<file path="config.mk">
export PLATFORM = sky130hd
export DESIGN_NAME = flit_priority_gen
export DESIGN_NICKNAME = d
export VERILOG_FILES = /design/src/rtl/flit_priority_gen.sv
export SDC_FILE = /design/constraint.sdc
export NUM_CORES = 1
export LEC_CHECK = 0
export BUFFER_PORTS_ARGS = -buffer_cell sky130_fd_sc_hd__buf_4
export CAP_MARGIN = 20
export CORE_ASPECT_RATIO = 1.2
export CORE_MARGIN = 4
export CORE_UTILIZATION = 47
export DETAILED_ROUTE_END_ITERATION = 8
export GPL_TIMING_DRIVEN = 0
export PLACE_DENSITY = 0.78
export SETUP_SLACK_MARGIN = 0.5
export SYNTH_ARGS = -nofsm -noshare
export SYNTH_HDL_FRONTEND = slang
export SYNTH_SLANG_ARGS = --single-unit
</file>
<file path="constraint.sdc">
create_clock -name clk -period 1.8 [get_ports clk]
set_input_delay 0.18 -clock clk [delete_from_list [all_inputs] [get_ports clk]]
set_output_delay 0.18 -clock clk [all_outputs]
set_load 0.01 [all_outputs]
</file>
<file path="src/rtl/flit_priority_gen.sv">
// flit_priority_gen
//
// Registered priority-tagging stage that sits in front of the 4-to-1 output arbiters.
// Each cycle it takes up to four incoming flit headers and tags each one:
//   - golden: the header matches the network-wide rotating golden (source, packet id);
//   - silver: at most one non-golden valid flit, picked by an LFSR-rotated scan.
// It also registers a 2-bit random tie-break value. Everything appears one cycle later.
//
// Optional feature macro: MINBD_SILVER_EN. When it is defined, silver selection is built.
// When it is undefined, silver_vec stays 0, but the LFSR still runs and drives rand_num.
//
// Ports:
//   clk          in   rising-edge clock
//   reset        in   synchronous, active-high reset
//   in_vld       in   [3:0] per-port flit valid
//   in_src       in   [4*NODE_BITS-1:0] per-port source node id (port i at [i*NODE_BITS +:])
//   in_pktid     in   [4*PKTID_BITS-1:0] per-port packet sequence id
//   in_flit_id   in   [4*WIDTH_PKTSZ-1:0] per-port flit index within its packet
//   vld_vec      out  [3:0] registered valid
//   gold_vec     out  [3:0] registered golden flags
//   silver_vec   out  [3:0] registered silver flags (one-hot or zero)
//   flit_id_vec  out  [4*WIDTH_PKTSZ-1:0] registered flit ids (0 in invalid slots)
//   rand_num     out  [1:0] registered LFSR low bits, used for arbiter tie-break
//   golden_src   out  current golden source node (debug)
//   golden_pkt   out  current golden packet id (debug)

`ifndef WIDTH_PKTSZ
`define WIDTH_PKTSZ 3
`endif

module flit_priority_gen #(
  parameter int unsigned EPOCH_LEN  = 64,
  parameter int unsigned NUM_NODE   = 16,
  parameter int unsigned NODE_BITS  = 4,
  parameter int unsigned PKTID_BITS = 3,
  parameter logic [15:0] LFSR_SEED  = 16'hACE1
) (
  input  logic                        clk,
  input  logic                        reset,
  input  logic [3:0]                  in_vld,
  input  logic [4*NODE_BITS-1:0]      in_src,
  input  logic [4*PKTID_BITS-1:0]     in_pktid,
  input  logic [4*`WIDTH_PKTSZ-1:0]   in_flit_id,
  output logic [3:0]                  vld_vec,
  output logic [3:0]                  gold_vec,
  output logic [3:0]                  silver_vec,
  output logic [4*`WIDTH_PKTSZ-1:0]   flit_id_vec,
  output logic [1:0]                  rand_num,
  output logic [NODE_BITS-1:0]        golden_src,
  output logic [PKTID_BITS-1:0]       golden_pkt
);

  localparam int unsigned FidBits   = `WIDTH_PKTSZ;
  localparam int unsigned EpochBits = $clog2(EPOCH_LEN);
  // An all-zero seed would lock the LFSR, so it is replaced by 1.
  localparam logic [15:0] SeedEff   = (LFSR_SEED == 16'h0000) ? 16'h0001 : LFSR_SEED;

  // State registers
  logic [EpochBits-1:0]  r_epoch_cnt;
  logic [NODE_BITS-1:0]  r_golden_src;
  logic [PKTID_BITS-1:0] r_golden_pkt;
  logic [15:0]           r_lfsr;
  logic [3:0]            r_vld;
  logic [3:0]            r_gold;
  logic [3:0]            r_silver;
  logic [4*FidBits-1:0]  r_fid;
  logic [1:0]            r_rand;

  // Next-state / combinational values
  logic                  w_epoch_wrap;
  logic                  w_pkt_wrap;
  logic [EpochBits-1:0]  w_epoch_cnt_d;
  logic [NODE_BITS-1:0]  w_golden_src_d;
  logic [PKTID_BITS-1:0] w_golden_pkt_d;
  logic [15:0]           w_lfsr_d;
  logic [3:0]            w_gold;
  logic [3:0]            w_silver;
  logic [4*FidBits-1:0]  w_fid;

  // Epoch rotation: the packet id steps on every epoch wrap, and the source steps
  // when the packet id itself wraps.
  always_comb begin
    w_epoch_wrap   = (r_epoch_cnt == EpochBits'(EPOCH_LEN - 1));
    w_pkt_wrap     = w_epoch_wrap && (r_golden_pkt == {PKTID_BITS{1'b1}});
    w_epoch_cnt_d  = w_epoch_wrap ? '0 : r_epoch_cnt + EpochBits'(1);
    w_golden_pkt_d = w_epoch_wrap ? r_golden_pkt + PKTID_BITS'(1) : r_golden_pkt;
    w_golden_src_d = r_golden_src;
    if (w_pkt_wrap) begin
      w_golden_src_d = (r_golden_src == NODE_BITS'(NUM_NODE - 1)) ? '0
                                                                   : r_golden_src + NODE_BITS'(1);
    end
  end

  // Fibonacci LFSR, taps 16/14/13/11
  always_comb begin
    w_lfsr_d = {r_lfsr[14:0], r_lfsr[15] ^ r_lfsr[13] ^ r_lfsr[12] ^ r_lfsr[10]};
  end

  // Gold tagging against the golden id held before this edge; invalid slots are zeroed.
  always_comb begin
    w_gold = '0;
    w_fid  = '0;
    for (int i = 0; i < 4; i++) begin
      w_gold[i] = in_vld[i]
                  && (in_src[i*NODE_BITS +: NODE_BITS] == r_golden_src)
                  && (in_pktid[i*PKTID_BITS +: PKTID_BITS] == r_golden_pkt);
      w_fid[i*FidBits +: FidBits] = in_vld[i] ? in_flit_id[i*FidBits +: FidBits] : '0;
    end
  end

`ifdef MINBD_SILVER_EN
  logic [3:0] w_cand;
  logic [1:0] w_idx;

  // Rotating-priority scan starting at lfsr[3:2]; first non-golden valid port wins.
  always_comb begin
    w_cand   = in_vld & ~w_gold;
    w_silver = '0;
    w_idx    = '0;
    for (int k = 0; k < 4; k++) begin
      w_idx = r_lfsr[3:2] + 2'(k);
      if (w_cand[w_idx] && (w_silver == 4'b0000)) begin
        w_silver[w_idx] = 1'b1;
      end
    end
  end
`else
  assign w_silver = 4'b0000;
`endif

  always_ff @(posedge clk) begin
    if (reset) begin
      r_epoch_cnt  <= '0;
      r_golden_src <= '0;
      r_golden_pkt <= '0;
      r_lfsr       <= SeedEff;
      r_vld        <= '0;
      r_gold       <= '0;
      r_silver     <= '0;
      r_fid        <= '0;
      r_rand       <= SeedEff[1:0];
    end else begin
      r_epoch_cnt  <= w_epoch_cnt_d;
      r_golden_src <= w_golden_src_d;
      r_golden_pkt <= w_golden_pkt_d;
      r_lfsr       <= w_lfsr_d;
      r_vld        <= in_vld;
      r_gold       <= w_gold;
      r_silver     <= w_silver;
      r_fid        <= w_fid;
      r_rand       <= r_lfsr[1:0];
    end
  end

  assign vld_vec     = r_vld;
  assign gold_vec    = r_gold;
  assign silver_vec  = r_silver;
  assign flit_id_vec = r_fid;
  assign rand_num    = r_rand;
  assign golden_src  = r_golden_src;
  assign golden_pkt  = r_golden_pkt;

endmodule
</file>
==> flow_summary.ini, run 1 <==
[global_routing]
antenna_violations_before_repair = 0
grt_max_degree = 19
first_pass_grt_wire_length_mm = 7.00
vias_in_the_first_global_route = 1551
grt_util_all_layers_pct = 17.5
grt_overflow = 0

[setup_path]
worst_setup_path_start_kind = flop
worst-endpoint-arrival_ns = 1.54
timing.critical_path.buf_inv = 0
timing.critical_path.to = golden_src[2]
timing.setup.critical_path_class = flop to flop
worstSetupStartpoint = golden_pkt[1]
worst_r2r_path_cells = 5
critical-path-top-cell-by-count = ha_4
required_ns = 2.04
ordered_list_of_cells_on_the_worst_path = ha_4 -> ha_4 -> nand3_4 -> or4_1 -> a21oi_1
ff2ff_setup_slack_ns = 0.50
crit_slowest_cell = or4_1
critPathCaptureType = flop
startpoint_of_the_most_critical_register_to_register_path = golden_pkt[1]
cp_num_cells = 5
critical-path-max-stage-delay_ns = 0.40
timing.rr.end = golden_src[2]
cp_max_fo = 4
critPathTopFamily = simple AND/OR/NAND/NOR gates

[place]
placed_area_sq_um = 2650
place_ws_ns = 0.447
gpl.final_weighted_congestion = 0.709
detailed_place_hpwl_mm = 3.38
io_buffers = 74

[min_path]
path_type_of_the_worst_min_delay_path = input port to flop
hold_path_startpoint = in_flit_id[10]
hold-path-cell-count = 2

[floorplan]
floorplan.die_area_sq_um = 5280
floorplan.io_pins = 79
coreArea_sq_um = 3970
die_h_microns = 78.8
dieWidth_microns = 67.0
initial_cell_density_of_the_core_pct = 49.4
placementRows = 25

[yosys]
async_flop_share_pct = 0
synth_cells = 193
synth_flop_cell = dfxtp_1
number_of_synthesized_register_bits = 50
yosys.area_share.simple_pct = 21.2
synth.area.mux_share_pct = 0
syn_area_sq_um = 1960
yosys_warnings = 0
synth_top_family_by_area = simple AND/OR/NAND/NOR gates
synth_edf_count = 0
synth_fa_ha_area_share_pct = 2.55
synthXorXnorAreaFrac_pct = 15.2
synth-seq-area-share_pct = 51.0
postSynthAreaPerCell_sq_um = 10.2
ys_types = 32
compound_gate_fraction_of_synth_area_pct = 5.42

[outcome]
run_status = completed

[drt]
wl_met2_mm = 2.24
wl_per_cell_microns = 13.3
routed.top_layer = met4
wl_met3_microns = 443
detail_route.vias_per_cell = 4.73
postRouteWirelength_mm = 4.51
firstDrtPassIters = 4
drc = 0
ant_nets = 0
dr.first_iter.drc_count = 46
sum_of_routed_wire_segments_on_met1_mm = 1.71
vias = 1599

[power]
static-leakage-power_nw = 1.17
power_density_nw_per_um2 = 741
ir_worst_vdd_uv = 744

[sta]
maxSlewViolCount = 0
finalHoldViolCount = 0
fmaxAchievable_mhz = 768
grt_setup_unrepaired = yes
final.setup.worst_slack_ns = 0.497
sum_of_negative_setup_slack_ns = 0
skew_ns = 0.00328
finalCritPeriodShare_pct = 72.4
finalCriticalPeriod_ns = 1.30
setup_viol = 0

[clock_network]
clk_pin_slew_worst_paths_ns = 0.10
cts_root_buf = clkbuf_8
clock_sink_count = 50
worstSkewPairLatency_ns = 0.30
htreeDepth = 2
cts_hold_buf = 0
cts_bufs_inserted = 5
clk_path_buf_depth = 2
tritoncts = yes

[finish]
antenna_cells = 0
fin_nets = 333
post_route_cells_drive_above_1_share_pct = 45.1
fin_util_pct = 71.1
syn_to_final_growth_pct = 43.8
final.fill_count = 306
final_design_area_no_fill_sq_um = 2820

[flow_run]
cap_violations = 0
## registers in the layout, summed over array words and instances, names as in the netlist
name	flops
vld_vec	4
r_lfsr	16
gold_vec	4
golden_src	4
flit_id_vec	12
golden_pkt	3
rand_num	1
r_epoch_cnt	6
## layer usage
layer,global-route usage (%),vias up
li1,-,802
met1,18.9,716
met2,30.1,70
met3,5.37,11
met4,9.33,0
met5,0,-
## metrics by stage
step / total power (W) / hold slack (ns) / std cells
floorplan: 0.00130 / 0.285 / 196
global placement: 0.00143 / 0.382 / 324
detailed placement: 0.00143 / 0.385 / 324
CTS: 0.00212 / 0.0594 / 336
global route: 0.00219 / 0.0551 / 338
finish: 0.00209 / 0.0704 / 338
## synthesized netlist by cell type (all sizes together), types with 3 or more instances
cell	n	share of area (%)
a21oi	6	1.5
and2	13	4.1
buf	9	2.9
clkbuf	7	1.3
dfxtp	50	51
ha	4	2.5
nand2	3	0.57
nand3	8	2.7
nand4	8	2.5
nor2	7	1.3
nor2b	13	4.1
nor3	3	0.76
o21ai	6	1.5
or2	8	2.5
xnor2	31	14
xor2	3	1.3
## report_power, final
group          internal, W  leakage, nW  switching (W)  total (W)
logic             0.000153        0.705      0.0000839   0.000237
clock network     0.000291       0.0506       0.000391   0.000682
registers          0.00115        0.415      0.0000199    0.00117
total              0.00160         1.17       0.000495    0.00209
## worst min-delay path by stage
stage                                  to  slack [ns]
final                     flit_id_vec[10]        0.07
after global placement     flit_id_vec[9]        0.38
after detailed placement  flit_id_vec[10]        0.38
after floorplan                vld_vec[0]        0.28
after CTS                 flit_id_vec[10]        0.06
after global routing      flit_id_vec[10]        0.06
## cell families after synthesis
family,after synthesis
adders and majority gates,4
buffers and inverters,17
DFF,50
other,1
AOI/OAI and AO/OA,17
xor gates and xnor gates,34
and+or+nand+nor,70
## cell usage in the layout, fill, tap and decap left out, drive strengths merged, types with 4 or more instances in the layout
cell type	n
a21oi	6
and2	13
buf	89
clkbuf	12
conb	4
dfxtp	50
ha	4
nand3	8
nand4	8
nor2	7
nor2b	13
o21ai	6
or2	8
xnor2	31
## area by class of cell
cell class	instances	area, sq um	share of cell area, %
Sequential cell	50	1020	36.0
Multi-Input combinational cell	129	941	33.3
Timing Repair Buffer	80	601	21.3
Buffer	16	96.3	3.41
Clock buffer	5	68.8	2.44
Tap cell	54	67.6	2.39
Clock inverter	3	28.8	1.02
Inverter	1	3.75	0.133
## worst reg2reg max path, stage by stage (launching register included)
cell and delay, ns:
dfxtp_4 0.37, ha_4 0.14, ha_4 0.14, nand3_4 0.08
or4_1 0.40, a21oi_1 0.12
## timing repair
item,CTS,global route
gates resized for setup,10,8
buffers inserted,4,2
endpoints found under the setup margin,3,9
pin swaps,4,2
(Power assumes the default switching activity.)
==> inputs of run 2 (changes only) <==
clock period = 1.2 ns   (was 1.8 ns; I/O delays follow)
==> run 2 against run 1 <==
Net effect: critical path type unchanged; the run now ends with negative setup slack left; sequential power is 51% higher; worst hold slack worse by 0.057 ns; register-to-register slack lost 0.65 ns.
==> flow_summary.ini, run 2 (synthesis gave the netlist of run 1 again) <==
[outcome]
run_status = finished, violations left
failed_checks = negative setup slack

[sta]
finalHoldWorstSlack_ns = 0.0133
finalCriticalPeriod_ns = 1.35
skew_ns = 0.00654
setup_viol = 11
sum_of_negative_setup_slack_ns = -0.725
maxSlewViolCount = 0
final.setup.worst_slack_ns = -0.148
finalHoldViolCount = 0
finalCritPeriodShare_pct = 112
grt_setup_unrepaired = yes
fmaxAchievable_mhz = 742

[power]
power_frac_seq_pct = 52.0
switching_share_pct = 22.5
p_clk_share_pct = 35.3
static-leakage-power_nw = 1.34
power.net_switching_w = 0.000766
power_density_nw_per_um2 = 1020
p_comb_share_pct = 12.7
p_total_w = 0.00341
intPower_w = 0.00264
ir_worst_vdd_uv = 1010

[drt]
vias = 1723
postRouteWirelength_mm = 5.71
detail_route.vias_per_cell = 4.94
firstDrtPassIters = 4
dr.first_iter.drc_count = 69
drc = 0
ant_nets = 0
wl_per_cell_microns = 16.4

[floorplan]
placementRows = 25
floorplan.io_pins = 79
die_h_microns = 78.8
dieWidth_microns = 67.0
initial_cell_density_of_the_core_pct = 49.4
coreArea_sq_um = 3970
floorplan.die_area_sq_um = 5280

[clock_network]
clk_pin_slew_worst_paths_ns = 0.09
clock_sink_count = 50
cts_hold_buf = 0
tritoncts = yes
htreeDepth = 2
clk_path_buf_depth = 2
cts_bufs_inserted = 5
worstSkewPairLatency_ns = 0.30
cts_root_buf = clkbuf_8

[global_routing]
antenna_violations_before_repair = 0
grt_overflow = 0
grt_util_all_layers_pct = 21.8
vias_in_the_first_global_route = 1826
first_pass_grt_wire_length_mm = 8.62
grt_max_degree = 18

[flow_run]
cap_violations = 0

[finish]
final_design_area_no_fill_sq_um = 3340
fin_nets = 344
max_flop_register = r_lfsr
layout.cells.most_common = buf_4
fin_util_pct = 84.0
most-common-layout-cells = buf_4, buf_6, dfxtp_2, xnor2_1
antenna_cells = 0
final.fill_count = 197
syn_to_final_growth_pct = 70.0
register_area_sq_um = 1060
largest_register_ffs = 16
multiInputGateArea_sq_um = 1130
post_route_cells_drive_above_1_share_pct = 66.1

[setup_path]
cp_max_fo = 4
worst_setup_path_start_kind = flop
critPathTopFamily = compound AO/OA/AOI/OAI gates
ordered_list_of_cells_on_the_worst_path = ha_4 -> ha_4 -> nand3_4 -> a211o_2 -> a32o_1
worstSetupStartpoint = golden_pkt[0]
critical-path-top-cell-by-count = ha_4
required_ns = 1.40
crit_slowest_cell = dfxtp_4
timing.critical_path.buf_inv = 0
worst-endpoint-arrival_ns = 1.55
timing.setup.critical_path_class = flop to flop
critPathCaptureType = flop
critical-path-max-stage-delay_ns = 0.38
startpoint_of_the_most_critical_register_to_register_path = golden_pkt[0]

[min_path]
path_type_of_the_worst_min_delay_path = input port to flop
hold_path_startpoint = in_flit_id[9]

[place]
placed_area_sq_um = 2750
io_buffers = 74
gpl.final_weighted_congestion = 0.755
detailed_place_hpwl_mm = 3.56
-- run 2: cell count changes in the layout (fill, tap and decap cells not counted), moves of 4 or more --
cell and change:
dfxtp_2 +27, buf_4 -27, dfxtp_1 -30, xnor2_1 -10, a21oi_1 -4, buf_6 +35, a21oi_2 +4, xnor2_2 +9
-- run 2: worst reg2reg max path: cells and delay by family, from the launching register on --
kind / cells / cell delay (ns)
AOI/OAI and AO/OA: 2 / 0.49
adders and majority gates: 2 / 0.28
DFF: 1 / 0.38
and+or+nand+nor: 1 / 0.08
-- run 2: per-stage QoR --
stage | cells | worst slack, ns
finish | 349 | -0.148
CTS | 347 | -0.131
global placement | 324 | -0.126
detailed placement | 324 | -0.146
floorplan | 196 | -0.0788
global route | 349 | -0.198
-- run 2: layer usage --
layer / part of all wire, % / GRT usage [%]
met1: 39 / 23.0
met2: 49 / 38.9
met3: 9.5 / 7.36
met4: 2.2 / 8.52
met5: 0 / 0
-- run 2: final timing paths --
check | cells past startpoint | slack (ns) | endpoint
setup / recovery | 5 | -0.15 | golden_src[3]
hold / removal | 2 | 0.01 | flit_id_vec[9]
setup reg to reg | 5 | -0.15 | golden_src[3]
hold reg to reg | 1 | 0.42 | r_lfsr[7]
-- run 2: repair_timing --
action                     CTS  global route
setup buffers               14             2
setup endpoints to repair   49            47
gates resized for setup     74            17
pin swaps                   21            13
cloned                       1             0
hold endpoints to repair     0             0
-- run 2: final cells by class --
class	instances	area share, %
plain buffers	16	4.42
clock buffers	5	2.06
clock inverters	3	1.42
inverters	1	0.112
multi-input cells	130	33.7
flip-flops and latches	50	31.8
well taps	54	2.02
repair buffers	90	24.4
-- run 2: power by group through the flow --
stage | registers [W] | logic [W] | clock network [W]
after global routing | 0.00178 | 0.000467 | 0.00130
after global placement | 0.00179 | 0.000348 | 0
final | 0.00177 | 0.000432 | 0.00120
after floorplan | 0.00180 | 0.000153 | 0
after CTS | 0.00177 | 0.000414 | 0.00124
after detailed placement | 0.00179 | 0.000355 | 0
